**config.mk**
```make
export PLATFORM = sky130hd
export DESIGN_NAME = mem_arbiter
export DESIGN_NICKNAME = d
export VERILOG_FILES = /design/src/rtl/mem_arbiter.sv
export SDC_FILE = /design/constraint.sdc
export NUM_CORES = 1
export LEC_CHECK = 0
export ABC_AREA = 1
export CORE_AREA = 10 10 189 191
export CTS_BUF_LIST = sky130_fd_sc_hd__clkbuf_16
export DETAILED_ROUTE_END_ITERATION = 6
export DIE_AREA = 0 0 199 201
export PLACE_DENSITY = 0.76
export SETUP_SLACK_MARGIN = 0.05
export SYNTH_ARGS = -nofsm -noshare
export SYNTH_HDL_FRONTEND = slang
export SYNTH_SLANG_ARGS = --single-unit
```
**constraint.sdc**
```tcl
create_clock -name clk -period 1.9 [get_ports clk]
set_clock_uncertainty 0.2 [all_clocks]
set_input_delay 0.38 -clock clk [delete_from_list [all_inputs] [get_ports clk]]
set_output_delay 0.38 -clock clk [all_outputs]
set_load 0.03 [all_outputs]
```
**src/rtl/mem_arbiter.sv**
```systemverilog
// rtl/mem_arbiter.sv - round-robin arbiter sharing one memory port between fetch and load/store
module mem_arbiter #(
    parameter int ADDR_W = 64,
    parameter int DATA_W = 64
) (
    input  logic                  clk,
    input  logic                  rst,
    input  logic                  if_req_valid,
    output logic                  if_req_ready,
    input  logic [ADDR_W-1:0]     if_addr,
    output logic                  if_resp_valid,
    output logic [31:0]           if_rdata,
    input  logic                  ls_req_valid,
    output logic                  ls_req_ready,
    input  logic [ADDR_W-1:0]     ls_addr,
    input  logic                  ls_wen,
    input  logic [DATA_W-1:0]     ls_wdata,
    input  logic [DATA_W/8-1:0]   ls_wmask,
    output logic                  ls_resp_valid,
    output logic [DATA_W-1:0]     ls_rdata,
    output logic                  mem_req_valid,
    input  logic                  mem_req_ready,
    output logic [ADDR_W-1:0]     mem_addr,
    output logic                  mem_wen,
    output logic [DATA_W-1:0]     mem_wdata,
    output logic [DATA_W/8-1:0]   mem_wmask,
    input  logic                  mem_resp_valid,
    input  logic [DATA_W-1:0]     mem_rdata
);

    typedef enum logic [1:0] {IDLE, REQ, WAIT, RESP} state_t;

    localparam logic [ADDR_W-1:0] ALIGN_MASK = ADDR_W'(7);

    state_t                state, state_nxt;
    logic                  last_ls;
    logic                  gnt_ls_q;
    logic [ADDR_W-1:0]     addr_q;
    logic                  wen_q;
    logic [DATA_W-1:0]     wdata_q;
    logic [DATA_W/8-1:0]   wmask_q;
    logic [DATA_W-1:0]     rdata_q;
    logic                  grant_if, grant_ls;

    // Fetch wins a tie unless it was the most recent grant.
    always_comb begin
        grant_if  = 1'b0;
        grant_ls  = 1'b0;
        state_nxt = state;
        case (state)
            IDLE: begin
                if (rst) begin
                    if (if_req_valid && (!ls_req_valid || last_ls))
                        grant_if = 1'b1;
                    else if (ls_req_valid)
                        grant_ls = 1'b1;
                end
                if (grant_if || grant_ls)
                    state_nxt = REQ;
            end
            REQ:     if (mem_req_ready) state_nxt = WAIT;
            WAIT:    if (mem_resp_valid) state_nxt = RESP;
            RESP:    state_nxt = IDLE;
            default: state_nxt = IDLE;
        endcase
    end

    always_ff @(posedge clk or negedge rst) begin
        if (!rst) begin
            state    <= IDLE;
            last_ls  <= 1'b1;
            gnt_ls_q <= 1'b0;
            addr_q   <= '0;
            wen_q    <= 1'b0;
            wdata_q  <= '0;
            wmask_q  <= '0;
            rdata_q  <= '0;
        end else begin
            state <= state_nxt;
            if (grant_if || grant_ls) begin
                last_ls  <= grant_ls;
                gnt_ls_q <= grant_ls;
                addr_q   <= grant_ls ? ls_addr : if_addr;
                wen_q    <= grant_ls & ls_wen;
                wdata_q  <= grant_ls ? ls_wdata : '0;
                wmask_q  <= grant_ls ? ls_wmask : '0;
            end
            if (state == WAIT && mem_resp_valid)
                rdata_q <= mem_rdata;
        end
    end

    assign if_req_ready  = grant_if;
    assign ls_req_ready  = grant_ls;
    assign mem_req_valid = (state == REQ);
    assign mem_addr      = addr_q & ~ALIGN_MASK;
    assign mem_wen       = wen_q;
    assign mem_wdata     = wdata_q;
    assign mem_wmask     = wmask_q;
    assign if_resp_valid = (state == RESP) && !gnt_ls_q;
    assign ls_resp_valid = (state == RESP) && gnt_ls_q;
    assign if_rdata      = addr_q[2] ? rdata_q[63:32] : rdata_q[31:0];
    assign ls_rdata      = wen_q ? '0 : rdata_q;

endmodule
```
Word level (Yosys, flattened, before mapping)
Index checks and enable logic that the tools add are counted.

Equality and inequality tests: 6. Muxes and demuxes: 18. Bitwise operators: 1. Reduce and logical (&&, ||, !) cells: 11.

Operator list (number): $mux 64 (3); $mux 32 (1); $mux 1 (9); $mux 8 (1); $pmux 2 s4 (1); $mux 2 (3); $eq 2x2->1 const B (2); $logic_and 1x1->1 (4); $ne 2x2->1 const B (2); $logic_or 1x1->1 (3); $reduce_and 3->1 (1); $eq 2x1->1 const B (1); $logic_not 1->1 (2); $logic_not 2->1 (1); $ne 2x1->1 const B (1); $and 1x1->1 (1).

Register bits after elaboration: 205. Input bits: 271. Output and inout port bits: 238. Logic and storage cells: 44.

Longest topological paths before layout
Gate-level depths: netlist of run 1.

Depth after elaboration: 9. Mapped depth: 10. Gate-level depth less buffers: 8.

Least setup slack after synthesis of run 1
Ideal clock, no wire load.

Path type: reg-to-output. From: register addr_q[2]. To: output port if_rdata[24]. Arrival time: 1420 ps. Data required time: 1320 ps. Path slack: -100 ps. Stages on the path, launching flop included: 4. Buffers on the path: 2. Cells stage by stage: dfrtp_1 clkbuf_1 clkbuf_1 o21ai_0.

Word-level cells in the longest chain between the ends: 1.

RTL lines: start, declared (line 38) `logic [ADDR_W-1:0] addr_q;`; start signal, assigned (line 83) `addr_q <= grant_ls ? ls_addr : if_addr;`; $mux 32 (line 102) `assign if_rdata = addr_q[2] ? rdata_q[63:32] : rdata_q[31:0];`; end, declared (line 12) `output logic [31:0] if_rdata,`.

Every way passes these cells.

Final worst setup path of run 1
From: register wen_q, in the netlist mem_wen. To: output port ls_rdata[11].

Word-level cells in the longest chain between the ends: 1.

RTL lines: start, declared (line 39) `logic wen_q;`; start signal, assigned (line 84) `wen_q <= grant_ls & ls_wen;`; $mux 64 (line 103) `assign ls_rdata = wen_q ? '0 : rdata_q;`; end, declared (line 20) `output logic [DATA_W-1:0] ls_rdata,`.

Every way passes these cells.

==> metrics.txt, run 1 <==
status=finished, violations left; failing checks=negative setup slack; io pins=509; full die area=40000 sq um; mux cell area share after synthesis=0%; GPL Wtd Cong=0.8805; detailed-route DRC error count=0; GRT Total Usage=between 20 and 25%; Main synth FF type=dfrtp_1; DR vias=11450; clock-pin slew on the worst setup and hold paths=~60 ps; Hold Crit Depth=4; most frequent CP cell=buf_12; Leak Pwr=9.711 nW; CP required=1320 ps; top cells by count, synth=nand2_1, dfrtp_1, inv_1, nor2_1, nand3_1; Slew HR=65.35%; vias in the first global route=11580; Final Critical Period=2260 ps; dpl cell area=15570 sq um; WP data arrival=1680 ps; sequential fraction of the synthesis area=49.96%; library cells used by synthesis=21; type of the worst setup path=flip-flop to output pin; routed len/inst=21.69 um; largest net degree at the start of global routing=86; unrepaired setup endpoints after global routing=yes; Power per Cell Area=1886 nW/um^2; syn avg cell area=7.461 sq um; FP Rows=66; Critical Path Source Type=flip-flop; Synth Area in XOR/XNOR=0%; crit-path leading delay family=flip-flops; Final Power=around 37 mW; critical path's slowest cell=dfrtp_4; multi-input logic area=about 5100 sq um; clock root buffer=clkbuf_16; post-route setup TNS=-51750 ps; gate count of the mapped netlist=1363; Max-cap violations=0; R2R depth=12; final setup fails=roughly 240; FF/Latch Area=5089 sq um; CORE AREA=32040 sq um; routed wire length=roughly 50000 um; fraction of layout cells with a size suffix above 1=39.38%; buffers plus inverters on the worst setup path=3; worst hold-check path type=input pin to flip-flop; Hold Fails Final Rpt=0; H-tree level count=1; Slew @ Worst Pin=519.7 ps; WHS Endpoint=last_ls$_DFFE_PN1P_; total grt overflow=0; area share of the largest cell type after synthesis=about half; max frequency=0.4426 GHz; IO buf count=~500; Cell Area, Synth=a little over 10000 sq um; FF-to-FF setup slack=-230 ps; crit-path cells=buf_12 -> buf_12 -> nor2_2 -> buf_6; Async S/R FF share, synth=100.0%; post-synthesis compound-gate area fraction=4.835%; DR vias/cell=just under 5; Area Growth Syn to Fin=94.59%; largest family of logic cells by synthesized area=simple AND/OR/NAND/NOR gates; largest cells by area after synthesis=dfrtp_1, nand2_1, inv_1; largest stage delay on the critical path=around 490 ps; TritonCTS clock tree=built; synth warn=0; CP Max Fanout=12; Crit Reg-Reg Endpoint=mem_wdata[41]$_DFFE_PN0P_; Synth Area in Simple Gates=between 20% and 30%; VDD IR max=0.001021 V; clk sink count=203; PnR worst setup slack=-359.5 ps; Die W=199 um; initial antenna violation count=2; nets@finish=2174; Final Cycle Share=118.9%; hold path start=rst; Starting Density=31.74%; Vert. Die Dim=201 um; number of detailed-route iterations in the first pass=5; reg-to-reg startpoint=state[0]$_DFFE_PN0P_; CP endpoint kind=output pin; 1st-iter DRT viols=675; global-route wire length before repair=68370 um; dpl hpwl=31440 um; DRT antenna net count=0; Design Area, Final=19790 sq um; most repeated cell in the gate-level netlist after synthesis=nand2_1; Fillers=2372; EDFF count, synth=0; Skew-Pair Late Insertion Delay=510 ps; cell taking the most area after synthesis=dfrtp_1; Final Max Tran Viols=0; CTS buffer count=24; Post-Synth Adder-Cell Area=less than 1%; #FFs+latches synth=a little over 200; largest buffer count on any clock path=3
power by group:
group	switching, mW	leakage (nW)	internal, mW	total [mW]
Combinational	14.5	6.88	10.5	25.1
Sequential	1.64	2.46	6.42	8.06
Clock	1.89	0.372	2.29	4.18
Total	18.1	9.71	19.3	37.3
kinds of logic (layout without fill, tap and decap cells):
kind of cell / after synthesis / after routing
fa+ha+maj: 4 / 4
flops: 203 / 203
buf+inv: 346 / 897
other cells: 1 / 5
compound gates: 98 / 98
simple gates: 711 / 712
repair_timing:
item	CTS	global route
setup buffers	49	19
resized for setup	709	327
pin swaps	47	76
endpoints found under the setup margin	368	295
hold endpoints to repair	202	0
gates cloned	23	14
hold buffers	1	0
worst register-to-register path, delay by kind of cell, from the launching register on:
kind	cells	cell delay, ps
fa+ha+maj	1	160
buf+inv	7	930
flops	1	410
simple gates	4	330
placed cells by master (no fill, tap or decap), types with 2 or more instances in the layout:
cell type        count
clkdlybuf4s50_1    265
nand2_1            264
inv_1              200
dfrtp_1            200
nand2_2            131
clkdlybuf4s15_2    116
buf_6              114
nor2_1              65
nand4_1             63
a21oi_1             63
buf_4               58
nand2_4             55
nor2_4              48
buf_12              45
clkbuf_16           35
nand3_2             33
nand3_1             29
o21ai_2             24
buf_16              18
nor2_2              16
buf_2                9
buf_8                8
o21ai_4              7
inv_2                6
clkinv_1             6
nand3_4              5
ha_4                 4
clkbuf_2             4
conb_1               3
clkinv_2             3
diode_2              2
nand2_8              2
dfrtp_4              2
clkinv_8             2
how the worst max path moves through the flow:
stage,startpoint,to,depth (start not counted)
floorplan,addr_q[2]$_DFFE_PN0P_,if_rdata[24],3
global placement,ls_req_valid,ls_req_ready,6
detailed placement,ls_req_valid,addr_q[37]$_DFFE_PN0P_,9
CTS,mem_wen$_DFFE_PN0P_,ls_rdata[2],4
global route,mem_wen$_DFFE_PN0P_,ls_rdata[11],4
finish,mem_wen$_DFFE_PN0P_,ls_rdata[11],4
routing by layer:
layer  GRT usage, %  up-vias  share of wire, %
li1               -     5183                 -
met2          38.34      571                50
met3          6.806      117               9.5
met5              0        -                 0
met4          8.694        0               3.7
met1          24.34     5577                37
final cells by class:
class | count | area share, %
clock buffer | 24 | 3.035
tap | 408 | 2.580
timing repair inverter | 3 | 0.2656
sequential | 203 | 25.71
clock inverter | 20 | 0.4805
timing repair buffer | 650 | 38.20
multi-input combinational | 817 | 25.74
antenna | 2 | 0.02529
inverter | 200 | 3.964
state kept, by name (all words and copies together) (netlist names):
name,flops
addr_q,62
gnt_ls_q,1
last_ls,1
mem_wdata,64
mem_wen,1
mem_wmask,8
rdata_q,64
state,2
per-stage QoR:
step	setup slack (ps)	cells	utilization, %	hold WS (ps)
after floorplan	-99.83	1365	-	-115.6
after global placement	-264.7	2197	48.59	252.6
after detailed placement	-286.2	2197	48.59	258.7
after CTS	-332.4	2308	57.63	107.0
after global routing	-426.5	2326	61.75	162.4
final	-359.5	2327	61.76	152.8
(Power assumes the default switching activity.)
==> inputs of run 2 (changes only) <==
==> constraint.sdc (replaced) <==
create_clock -name clk -period 1.9 [get_ports clk]
set_clock_uncertainty 0.2 [all_clocks]
set_input_delay 0.38 -clock clk [delete_from_list [all_inputs] [get_ports clk]]
set_output_delay 0.38 -clock clk [all_outputs]
set_load 0.01 [all_outputs]
==> run 2 against run 1 <==
- the flow still finishes with violations (negative setup slack)
- total power down 20%
- count of clock-buffer cells in the layout unchanged
- cell count down 2.4%
==> metrics.txt, run 2 (synthesized netlist as in run 1, its figures left out) <==
status=finished, violations left; failing checks=negative setup slack; initial antenna violation count=1; Skew-Pair Late Insertion Delay=530 ps; Final Power=between 20 and 30 mW; worst hold-check path type=input pin to flip-flop; H-tree level count=1; vias in the first global route=11070; Hold Fails Final Rpt=0; Die W=199 um; multi-input logic area=4119 sq um; R2R depth=10; CTS buffer count=24; Crit Reg-Reg Endpoint=addr_q[25]$_DFFE_PN0P_; routed len/inst=~22 um; io pins=509; buffers plus inverters on the worst setup path=3; fraction of layout cells with a size suffix above 1=19.34%; crit-path cells=buf_12 -> buf_4 -> nand2_1 -> o21ai_1 -> buf_2; critical path's slowest cell=dfrtp_2; WHS Endpoint=last_ls$_DFFE_PN1P_; GPL Wtd Cong=0.8778; hold path start=rst; total grt overflow=0; CP endpoint kind=output pin; Critical Path Source Type=flip-flop; max frequency=roughly 0.44 GHz; FF-to-FF setup slack=50 ps; clk sink count=approximately 200; Vert. Die Dim=around 200 um; VDD IR max=0.0008382 V; Crit. path cell count=5; type of the worst setup path=flip-flop to output pin; Max-cap violations=0; number of detailed-route iterations in the first pass=6; DR vias=11180; nets@finish=2120; Final Cycle Share=119.4%; PnR worst setup slack=-368.1 ps; Area Growth Syn to Fin=74.70%; unrepaired setup endpoints after global routing=yes; Hold Crit Depth=4; FP Rows=66; routed wire length=about 50000 um; Slew @ Worst Pin=740.7 ps; Placement Setup Slack=-472.4 ps; largest buffer count on any clock path=3; largest stage delay on the critical path=460 ps; WP data arrival=1690 ps; DR vias/cell=4.926; most common cell after layout, fill and taps aside=nand2_1; final setup fails=102; TritonCTS clock tree=built; detailed-route DRC error count=0; most frequent cells in the layout=nand2_1, clkdlybuf4s50_1, dfrtp_1; full die area=40000 sq um; CP Max Fanout=8; Final Critical Period=2268 ps; clock-pin slew on the worst setup and hold paths=60 ps; dpl hpwl=30430 um; Leak Pwr=9.427 nW; DRT antenna net count=0; CP required=1320 ps; Power per Cell Area=approximately 1700 nW/um^2; clock root buffer=clkbuf_16; Final Max Tran Viols=0; FF/Latch Area=around 5000 sq um; crit-path leading delay family=buffers and inverters; CORE AREA=32040 sq um; Fillers=2739; reg-to-reg startpoint=last_ls$_DFFE_PN1P_; GRT Total Usage=20.70%; global-route wire length before repair=64990 um; largest net degree at the start of global routing=about 130; 1st-iter DRT viols=757; final core occ=55.45%; Slew HR=50.62%; IO buf count=501; Starting Density=31.74%
-- run 2: changes by cell type in the layout (fill, tap and decap cells not counted), moves of 26 or more --
cell / change
buf_2: +42
nand2_4: -52
clkdlybuf4s15_2: -116
buf_6: -57
nand2_1: +168
nand3_1: +26
dlygate4sd2_1: +124
nand2_2: -117
buf_4: -30
-- run 2: how the worst max path moves through the flow --
stage                                from           end  slack [ps]
global route        addr_q[2]$_DFFE_PN0P_  if_rdata[20]        -400
finish              addr_q[2]$_DFFE_PN0P_  if_rdata[20]        -370
detailed placement           ls_req_valid  ls_req_ready        -470
floorplan            state[0]$_DFFE_PN0P_  ls_req_ready         200
global placement             ls_req_valid  ls_req_ready        -480
CTS                 addr_q[2]$_DFFE_PN0P_  if_rdata[16]        -310
-- run 2: cell type report --
type                            instances  area share [%]
Multi-Input combinational cell        816           23.18
Inverter                              200           4.345
Timing Repair Buffer                  600           36.34
Sequential cell                       203           28.61
Antenna cell                            1         0.01408
Clock inverter                         18           1.254
Tap cell                              408           2.873
Clock buffer                           24           3.380
-- run 2: power by group --
group / internal, mW / switching (mW)
clock network: 2.98 / 1.93
registers: 6.40 / 1.14
logic: 8.15 / 9.25
-- run 2: metrics by stage --
step / area, sq um / setup TNS, ps / instances / hold slack [ps]
3_5_place_dp: 15300 / -44920 / 2170 / 98.23
6_report: 17770 / -23940 / 2270 / 118.9
5_1_grt: 17770 / -29790 / 2270 / 131.3
2_1_floorplan: 10180 / 0 / 1365 / -115.6
3_3_place_gp: 15300 / -40580 / 2170 / 95.56
4_1_cts: 16470 / -24690 / 2238 / 10.37
-- run 2: metal layers --
metal	GRT usage, %	share of wire [%]	vias up
met4	9.430	4.1	0
met3	6.857	11	123
met1	22.83	36	5355
met2	35.22	49	630
li1	-	-	5074
met5	0	0	-
-- run 2: worst register-to-register path: stages, from the launching register on --
cell     delay (ps)
dfstp_2         520
inv_2            50
nand2_4          70
nand2_4          70
nand3_4         110
buf_8           150
nand2_8         100
inv_16          140
buf_6           190
nand2_1          90
nand2_1          90
-- run 2: timing repair --
| action | CTS | global route |
|---|---|---|
| setup buffers | 20 | 13 |
| gates resized for setup | 689 | 216 |
| setup endpoints to repair | 368 | 325 |
| gates cloned | 11 | 26 |
| hold endpoints to repair | 158 | 0 |
| pin swaps | 17 | 59 |
| hold buffers | 1 | 0 |
